$ cat config.mk
export PLATFORM = sky130hd
export DESIGN_NAME = imu_sample_scheduler
export DESIGN_NICKNAME = d
export VERILOG_FILES = /design/src/rtl/imu_sched_pkg.sv /design/src/rtl/imu_sample_scheduler_tick_gen.sv /design/src/rtl/imu_sample_scheduler.sv
export SDC_FILE = /design/constraint.sdc
export NUM_CORES = 1
export LEC_CHECK = 0
export ABC_AREA = 1
export BUFFER_PORTS_ARGS = -buffer_cell sky130_fd_sc_hd__buf_2
export CAP_MARGIN = 20
export CELL_PAD_IN_SITES_DETAIL_PLACEMENT = 1
export CELL_PAD_IN_SITES_GLOBAL_PLACEMENT = 1
export CORE_ASPECT_RATIO = 0.75
export CORE_MARGIN = 10
export CORE_UTILIZATION = 45
export DETAILED_ROUTE_END_ITERATION = 12
export GPL_TIMING_DRIVEN = 0
export PLACE_DENSITY = 0.92
export SYNTH_ARGS = -nofsm -noshare
export SYNTH_HDL_FRONTEND = slang
export SYNTH_HIERARCHICAL = 1
export SYNTH_SLANG_ARGS = --single-unit
$ cat constraint.sdc
create_clock -name CLOCK_50 -period 3.2 [get_ports CLOCK_50]
set_input_delay 0.64 -clock CLOCK_50 [delete_from_list [all_inputs] [get_ports CLOCK_50]]
set_output_delay 0.64 -clock CLOCK_50 [all_outputs]
set_load 0.05 [all_outputs]
$ cat src/rtl/imu_sched_pkg.sv
// Shared types and helpers for the IMU sample scheduler: FSM state encoding,
// divider sizing and the sample-period calculation.
package imu_sched_pkg;

    typedef enum logic [2:0] {
        IDLE      = 3'd0,
        WAIT_TICK = 3'd1,
        READ      = 3'd2,
        FILTER    = 3'd3,
        FUSE      = 3'd4,
        DONE      = 3'd5
    } sched_state_t;

    // Largest sample period the divider must cover (clock cycles per sample).
    localparam int unsigned MAX_PERIOD = 1 << 24;
    localparam int          DIV_W      = $clog2(MAX_PERIOD);

    function automatic int unsigned period_cycles(input int unsigned clk_hz,
                                                  input int unsigned sample_hz);
        return clk_hz / sample_hz;
    endfunction

endpackage

$ cat src/rtl/imu_sample_scheduler_tick_gen.sv
// Sample-rate divider: counts 0..PERIOD-1 and flags the last count as the tick.
// Held at zero while hold_i is high so the first tick lands PERIOD cycles later.
module sched_tick_gen
    import imu_sched_pkg::*;
#(
    parameter int unsigned PERIOD = 10
) (
    input  logic clk_i,
    input  logic rst_i,
    input  logic hold_i,
    output logic tick_o
);
    localparam logic [DIV_W-1:0] LAST = DIV_W'(PERIOD - 1);

    logic [DIV_W-1:0] cnt_q, cnt_d;

    assign tick_o = !hold_i && (cnt_q == LAST);

    always_comb begin
        if (hold_i || (cnt_q == LAST)) begin
            cnt_d = '0;
        end else begin
            cnt_d = cnt_q + 1'b1;
        end
    end

    always_ff @(posedge clk_i or posedge rst_i) begin
        if (rst_i) begin
            cnt_q <= '0;
        end else begin
            cnt_q <= cnt_d;
        end
    end

endmodule

$ cat src/rtl/imu_sample_scheduler.sv
// Rate-locked IMU read -> filter -> fusion sequencer with per-state watchdog and
// saturating overrun/timeout counters. Optional sample_seq output: IMU_SCHED_TIMESTAMP_EN.
module imu_sample_scheduler
    import imu_sched_pkg::*;
#(
    parameter int CLK_HZ       = 50000000,
    parameter int SAMPLE_HZ    = 100,
    parameter int READ_TIMEOUT = 250000,
    parameter int PROC_TIMEOUT = 1024,
    parameter int CNT_W        = 8
) (
    input  logic             CLOCK_50,
    input  logic             RESET,
    input  logic             enable,
    output logic             imu_req,
    input  logic             imu_done,
    output logic             filt_start,
    input  logic             lp_done,
    input  logic             hp_done,
    output logic             fuse_start,
    input  logic             fuse_done,
    output logic             sample_valid,
    output logic             busy,
    output logic [CNT_W-1:0] overrun_cnt,
    output logic [CNT_W-1:0] timeout_cnt,
    input  logic             clear_cnt
`ifdef IMU_SCHED_TIMESTAMP_EN
    ,
    output logic [15:0]      sample_seq
`endif
);
    localparam int unsigned     PERIOD    = period_cycles(CLK_HZ, SAMPLE_HZ);
    localparam int              WD_MAX    = (READ_TIMEOUT > PROC_TIMEOUT) ? READ_TIMEOUT : PROC_TIMEOUT;
    localparam int              WD_W      = $clog2(WD_MAX + 1);
    localparam logic [WD_W-1:0] READ_LAST = WD_W'(READ_TIMEOUT - 1);
    localparam logic [WD_W-1:0] PROC_LAST = WD_W'(PROC_TIMEOUT - 1);

    sched_state_t    state_q, state_d;
    logic [WD_W-1:0] wd_q, wd_d;
    logic            lp_seen_q, lp_seen_d;
    logic            hp_seen_q, hp_seen_d;
    logic            imu_req_q, filt_start_q, fuse_start_q, sample_valid_q;
    logic [CNT_W-1:0] overrun_q, timeout_q;
    logic            tick;
    logic            abort;
    logic            entering;
    logic            overrun_inc;

    sched_tick_gen #(
        .PERIOD (PERIOD)
    ) u_tick_gen (
        .clk_i  (CLOCK_50),
        .rst_i  (RESET),
        .hold_i (state_q == IDLE),
        .tick_o (tick)
    );

    assign busy        = (state_q == READ) || (state_q == FILTER) ||
                         (state_q == FUSE) || (state_q == DONE);
    assign overrun_inc = tick && busy;
    assign entering    = (state_d != state_q);

    // Done inputs win over a watchdog expiry landing on the same cycle.
    always_comb begin
        state_d = state_q;
        abort   = 1'b0;
        case (state_q)
            IDLE: begin
                if (enable) state_d = WAIT_TICK;
            end
            WAIT_TICK: begin
                if (!enable)   state_d = IDLE;
                else if (tick) state_d = READ;
            end
            READ: begin
                if (imu_done)                state_d = FILTER;
                else if (wd_q == READ_LAST)  abort = 1'b1;
            end
            FILTER: begin
                if ((lp_seen_q || lp_done) && (hp_seen_q || hp_done)) state_d = FUSE;
                else if (wd_q == PROC_LAST)  abort = 1'b1;
            end
            FUSE: begin
                if (fuse_done)               state_d = DONE;
                else if (wd_q == PROC_LAST)  abort = 1'b1;
            end
            DONE: begin
                state_d = enable ? WAIT_TICK : IDLE;
            end
            default: state_d = IDLE;
        endcase
        if (abort) state_d = enable ? WAIT_TICK : IDLE;
    end

    always_comb begin
        wd_d      = '0;
        lp_seen_d = lp_seen_q;
        hp_seen_d = hp_seen_q;
        if (!entering && ((state_q == READ) || (state_q == FILTER) || (state_q == FUSE))) begin
            wd_d = wd_q + 1'b1;
        end
        if (entering && (state_d == FILTER)) begin
            lp_seen_d = 1'b0;
            hp_seen_d = 1'b0;
        end else if (state_q == FILTER) begin
            lp_seen_d = lp_seen_q || lp_done;
            hp_seen_d = hp_seen_q || hp_done;
        end
    end

    always_ff @(posedge CLOCK_50 or posedge RESET) begin
        if (RESET) begin
            state_q        <= IDLE;
            wd_q           <= '0;
            lp_seen_q      <= 1'b0;
            hp_seen_q      <= 1'b0;
            imu_req_q      <= 1'b0;
            filt_start_q   <= 1'b0;
            fuse_start_q   <= 1'b0;
            sample_valid_q <= 1'b0;
        end else begin
            state_q        <= state_d;
            wd_q           <= wd_d;
            lp_seen_q      <= lp_seen_d;
            hp_seen_q      <= hp_seen_d;
            imu_req_q      <= entering && (state_d == READ);
            filt_start_q   <= entering && (state_d == FILTER);
            fuse_start_q   <= entering && (state_d == FUSE);
            sample_valid_q <= entering && (state_d == DONE);
        end
    end

    always_ff @(posedge CLOCK_50 or posedge RESET) begin
        if (RESET) begin
            overrun_q <= '0;
            timeout_q <= '0;
        end else if (clear_cnt) begin
            overrun_q <= '0;
            timeout_q <= '0;
        end else begin
            if (overrun_inc && (overrun_q != '1)) overrun_q <= overrun_q + 1'b1;
            if (abort && (timeout_q != '1))       timeout_q <= timeout_q + 1'b1;
        end
    end

    assign imu_req      = imu_req_q;
    assign filt_start   = filt_start_q;
    assign fuse_start   = fuse_start_q;
    assign sample_valid = sample_valid_q;
    assign overrun_cnt  = overrun_q;
    assign timeout_cnt  = timeout_q;

`ifdef IMU_SCHED_TIMESTAMP_EN
    logic [15:0] seq_q;

    // Bumped on the edge that enters DONE so the sample_valid cycle shows the new value.
    always_ff @(posedge CLOCK_50 or posedge RESET) begin
        if (RESET) begin
            seq_q <= '0;
        end else if (entering && (state_d == DONE)) begin
            seq_q <= seq_q + 16'd1;
        end
    end

    assign sample_seq = seq_q;
`endif

endmodule

* After elaboration in Yosys (flattened, before gate mapping)
Cells that the tools add are included.
** Storage, ports and cells
- Bits in registers :: 67
- Output and inout bits :: 21
- Word-level logic and storage cells :: 77
- Input port bits :: 8
** Operators by class
- Reductions and logical operators :: 22
- Eq/ne operators :: 15
- Muxes and demuxes :: 25
- $add $sub $neg :: 4
** Operator list (number)
- 2-to-1 mux 8 bit :: 4
- adder 24 x 1 -> 24 bit, second input constant :: 1
- equality test 24 x 19 -> 1 bit, second input constant :: 1
- 2-to-1 mux 24 bit :: 1
- 2-to-1 mux 3 bit :: 7
- adder 18 x 1 -> 18 bit, second input constant :: 1
- equality test 18 x 10 -> 1 bit, second input constant :: 1
- equality test 18 bit, second input constant :: 1
- 2-to-1 mux 18 bit :: 1
- case mux 3 bit (6 select lines) :: 1
- adder 8 x 1 -> 8 bit, second input constant :: 2
- != test 8 bit, second input constant :: 2
- equality test 3 x 2 -> 1 bit, second input constant :: 4
- equality test 3 bit, second input constant :: 4
- logical AND 1 bit :: 10
- 2-to-1 mux 1 bit :: 10
- logical OR 1 bit :: 6
- nonzero test 2 bit :: 3
- equality test 3 x 1 -> 1 bit, second input constant :: 1
- logical NOT 3 bit :: 1
- != test 3 bit :: 1
- case mux 1 bit (3 select lines) :: 1
- logical NOT 1 bit :: 2

* Logic depth before layout (Yosys ltp)
- Depth after elaboration :: 11
- Depth in mapped cells :: 19
- Gate-level depth less buffers :: 18

* Modules after synthesis
Netlist, hierarchy kept.
** By module, submodules not included
- imu_sample_scheduler :: cells each 331, sequential area each 1076.0 um2, area each 2581.2 um2, times used 1
- sched_tick_gen :: cells each 207, sequential area each 600.6 um2, area each 1508.9 um2, times used 1

* Least setup slack after synthesis
OpenSTA, ideal clock, no wires.
- Kind :: register to register
- From :: reg u_tick_gen.cnt_q[0]
- To :: reg wd_q[8]
- Required time :: 3132 ps
- Path slack :: 911 ps
- Stages on the path, launching flop included :: 19
- Setup time :: 68 ps
- Data arrival time :: 2221 ps
- Path buffers :: 1
- Clock period less this slack :: 2289 ps
- Cell sequence :: dfrtp_1 ha_1 nand2_2 nor2_4 inv_2 nor2_2 nand3_2 nor2_1 inv_1 nor2_1 nand4_1 nand3_1 nand3_1 nand2_1 nand2_1 nor2_4 nand3_4 buf_12 nor2_4
** Between the ends
- Word-level cells in the longest chain between the ends :: 10
** Ends and longest elaborated chain
- start: declaration :: line imu_sample_scheduler_tick_gen.sv:15 : logic [DIV_W-1:0] cnt_q, cnt_d;
- start signal: assignment :: line imu_sample_scheduler_tick_gen.sv:31 : cnt_q <= cnt_d;
- equality test 24 x 19 -> 1 bit :: line imu_sample_scheduler_tick_gen.sv:17 : assign tick_o = !hold_i && (cnt_q == LAST);
- logical AND 1 bit :: line imu_sample_scheduler_tick_gen.sv:17
- net tick :: line imu_sample_scheduler.sv:44 : logic tick;
- 2-to-1 mux 3 bit :: line imu_sample_scheduler.sv:73 : else if (tick) state_d = READ;
- 2-to-1 mux 3 bit :: line imu_sample_scheduler.sv:72 : if (!enable) state_d = IDLE;
- case mux 3 bit (6 select lines) :: line imu_sample_scheduler.sv:67 : case (state_q)
- 2-to-1 mux 3 bit :: line imu_sample_scheduler.sv:92 : if (abort) state_d = enable ? WAIT_TICK : IDLE;
- != test 3 bit :: line imu_sample_scheduler.sv:61 : assign entering = (state_d != state_q);
- logical NOT 1 bit :: line imu_sample_scheduler.sv:99 : if (!entering && ((state_q == READ) || (state_q == FILTER) || (state_q == FUSE))) begin
- logical AND 1 bit :: line imu_sample_scheduler.sv:99
- 2-to-1 mux 18 bit :: line imu_sample_scheduler.sv:99
- net wd_d[8] :: line imu_sample_scheduler.sv:39 : logic [WD_W-1:0] wd_q, wd_d;
- end signal: assignment :: line imu_sample_scheduler.sv:123 : wd_q <= wd_d;
- end: declaration :: line imu_sample_scheduler.sv:39
The timed path passes the listed nets, and every way through them passes these cells.
A chain may end at the register's enable or synchronous reset.

* Worst setup path after layout
- From :: reg u_tick_gen.cnt_q[0]
- To :: reg wd_q[14]
The elaborated chain is that of the path after synthesis.

==> results_dict.tcl <==
set metrics [dict create \
    min_period_ps 2970 \
    core_area_um2 8970 \
    crit_path_start_kind "register" \
    post_cts_buffers 0 \
    fmax_mhz 337 \
    detail_route.iter0.violations 275 \
    yosysSeqAreaShare_pct 41.0 \
    route.detailed.drc 0 \
    critPathArrivalTime_ps 3240 \
    synth_area_um2 4090 \
    fin_util_pct 52.1 \
    crit_path_max_fanout 10 \
    fin_crit_sh_pct 92.9 \
    drive_gt1_share_pct 19.0 \
    timing.hold.ws_ps 308 \
    cts_resized 0 \
    worst_path_most_repeated_cell "nor2_4" \
    firstDrtPassIters 5 \
    cts.clk_slew.worst_paths_ps 60 \
    ys_ff_latch 67 \
    dieArea_um2 13300 \
    area_delta_synth_final_pct 14.2 \
    via_per_inst 5.20 \
    yosysWarnings 6 \
    clockBufferDepth 2 \
    wirelength_met1_um 5350 \
    crit_path_cell_trace "ha_1 > nand2_2 > nor2_4 > inv_2 > nor2_2 > nand3_2 > nor2_1 > inv_1 > nor2_1 > nand4_1 > nand3_1 > nand3_1 > nand2_1 > nand2_1 > nor2_4 > nand3_4 > buf_12 > nor2_4" \
    yosysUniqueCellTypes 30 \
    tightest_slew_ps 950 \
    ctsHtreeMaxLevel 3 \
    ios 29 \
    drv_slew 0 \
    grt_pass1_vias 3896 \
    antenna_found_initial 0 \
    dpl.hpwl_um 8880 \
    critPathMaxStageDelay_ps 430 \
    routed_wl_um 11700 \
    wl_met2_um 5580 \
    top_layer "met4" \
    grt_max_degree 27 \
    gp_congestion 0.923 \
    vdd_drop_max_uv 185 \
    setup_viol 0 \
    final_cell_area_um2 4670 \
    avgRoutedWirePerCell_um 16.9 \
    root_buffer "clkbuf_16" \
    diodes 0 \
    wl_met3_um 665 \
    status "finished, final reports clean" \
    synthCells 538 \
    slew_headroom_pct 36.6 \
    max_cap_viol_count 0 \
    fin_nets 590 \
    die_y_um 103 \
    worstHoldPathType "input port to asynchronous set/reset pin" \
    port_buffers 28 \
    power_density_nw_per_um2 399 \
    start_util_pct 45.6 \
    ant_nets 0 \
    critPathCaptureType "register" \
    finalHoldViolations 0 \
    grt_use_total_pct 19.0 \
    ctsHoldBuffers 0 \
    die_x_um 130 \
    grt_setup_unrepaired "no" \
    syn_nets 550 \
    power_leakage_nw 2.09 \
    avgSynthCellArea_um2 7.60 \
    clock-sinks 67 \
    post_dp_cell_area_um2 4390 \
    final.setup.tns_ps 0 \
    cts_tree "yes" \
    core.rowCount 30 \
    crit_required_ps 3460 \
    cp_slowest_cell "dfrtp_1" \
    vias 3616 \
    clk_latency_ps 330 \
    path_class "register to register" \
    overflow 0 \
    grt_pass1_wl_um 20000 \
    finClkSkew_ps 7.92 \
    cts_buffers 9 \
]
cells in the final DEF (no fill, tap or decap), types with 2 or more instances in the layout:
master and instances:
xor2_1 23, nand3_2 5, dfrtp_1 67, clkinv_2 2, inv_2 4, inv_1 67
nor2_2 26, nand2_1 127, nand4_1 15, nor3_1 8, buf_2 30, nand2_2 9
nor2_1 89, nand3_4 2, clkinvlp_4 3, nor2_4 13, buf_12 4, xnor2_1 7
nor4_1 3, o21bai_1 2, o21ai_0 9, a21oi_1 6, nand3_1 39, clkbuf_16 9
ha_1 4
worst paths after layout:
check	end	slack, ps	depth (start not counted)	start
max	wd_q[14]	230	18	u_tick_gen/cnt_q[0]
min	timeout_cnt[6]	310	2	RESET
max reg2reg	wd_q[14]	230	18	u_tick_gen/cnt_q[0]
min reg2reg	wd_q[0]	530	1	wd_q[0]
max in group asynchronous	u_tick_gen/cnt_q[1]	2080	2	RESET
min in group CLOCK_50	wd_q[0]	530	1	wd_q[0]
critical path, delay by kind of cell, from the launching register on:
kind                     cells  cell delay [ps]
adder cells (fa/ha/maj)      1              320
buffers and inverters        3              330
flip-flops                   1              430
AND/OR/NAND/NOR             14             1800
layer usage:
metal | global-route usage (%) | up-vias
li1 | - | 1752
met5 | 0 | -
met2 | 31.1 | 85
met1 | 24.9 | 1765
met4 | 5.34 | 0
met3 | 4.16 | 14
layout make-up:
type,instances,area [um^2]
plain buffers,6,73.8
clock buffers,10,239
clock inverters,6,41.3
fillers,1118,4300
inverters,72,270
multi-input cells,393,2070
flip-flops and latches,67,1680
well taps,112,140
repair buffers,29,160
flip-flops by register name, indices dropped and copies added, names as in the netlist:
register	cells
sample_valid	1
hp_seen_q	1
state_q	3
lp_seen_q	1
wd_q	18
u_tick_gen/cnt_q	24
fuse_start	1
imu_req	1
timeout_cnt	8
filt_start	1
overrun_cnt	8
through the flow:
| step | total power (W) | instances | setup slack (ps) |
|---|---|---|---|
| floorplan | 0.000926 | 538 | 911 |
| detailed placement | 0.000954 | 679 | 301 |
| global route | 0.00193 | 695 | 21.1 |
| finish | 0.00186 | 695 | 229 |
| global placement | 0.000947 | 678 | 388 |
| CTS | 0.00188 | 695 | 249 |
cells in the mapped netlist:
master | count | share of area [%]
a211oi_1 | 1 | 0.18
a21oi_1 | 6 | 0.73
buf_12 | 3 | 1.5
buf_2 | 2 | 0.24
clkbuf_1 | 1 | 0.092
clkinv_1 | 1 | 0.092
dfrtp_1 | 67 | 41
ha_1 | 4 | 1.2
inv_1 | 68 | 6.2
inv_2 | 3 | 0.28
nand2_1 | 127 | 12
nand2_2 | 9 | 1.4
nand2_4 | 1 | 0.28
nand3_1 | 39 | 4.8
nand3_2 | 5 | 1.2
nand3_4 | 2 | 0.86
nand3b_1 | 1 | 0.18
nand4_1 | 15 | 2.3
nor2_1 | 89 | 8.2
nor2_2 | 26 | 4.0
nor2_4 | 13 | 3.6
nor3_1 | 8 | 0.98
nor3_4 | 1 | 0.40
nor4_1 | 3 | 0.46
o21a_1 | 1 | 0.18
o21ai_0 | 9 | 1.1
o21bai_1 | 2 | 0.37
o31ai_1 | 1 | 0.18
xnor2_1 | 7 | 1.5
xor2_1 | 23 | 4.9
where the power goes:
part           internal (W)  switching [W]
Clock              0.000543       0.000381
Sequential         0.000852     0.00000589
Combinational     0.0000235      0.0000565
Total               0.00142       0.000444
logic make-up (layout without fill, tap and decap cells):
group / count (synthesis) / in the layout / share of synthesized area, %
AOI/OAI and AO/OA: 20 / 20 / 2.75
DFF: 67 / 67 / 41.0
adders and majority gates: 4 / 4 / 1.22
and+or+nand+nor: 339 / 339 / 40.2
xor gates and xnor gates: 30 / 30 / 6.42
buffers and inverters: 78 / 123 / 8.41
Power figures use the tool's default switching activity.
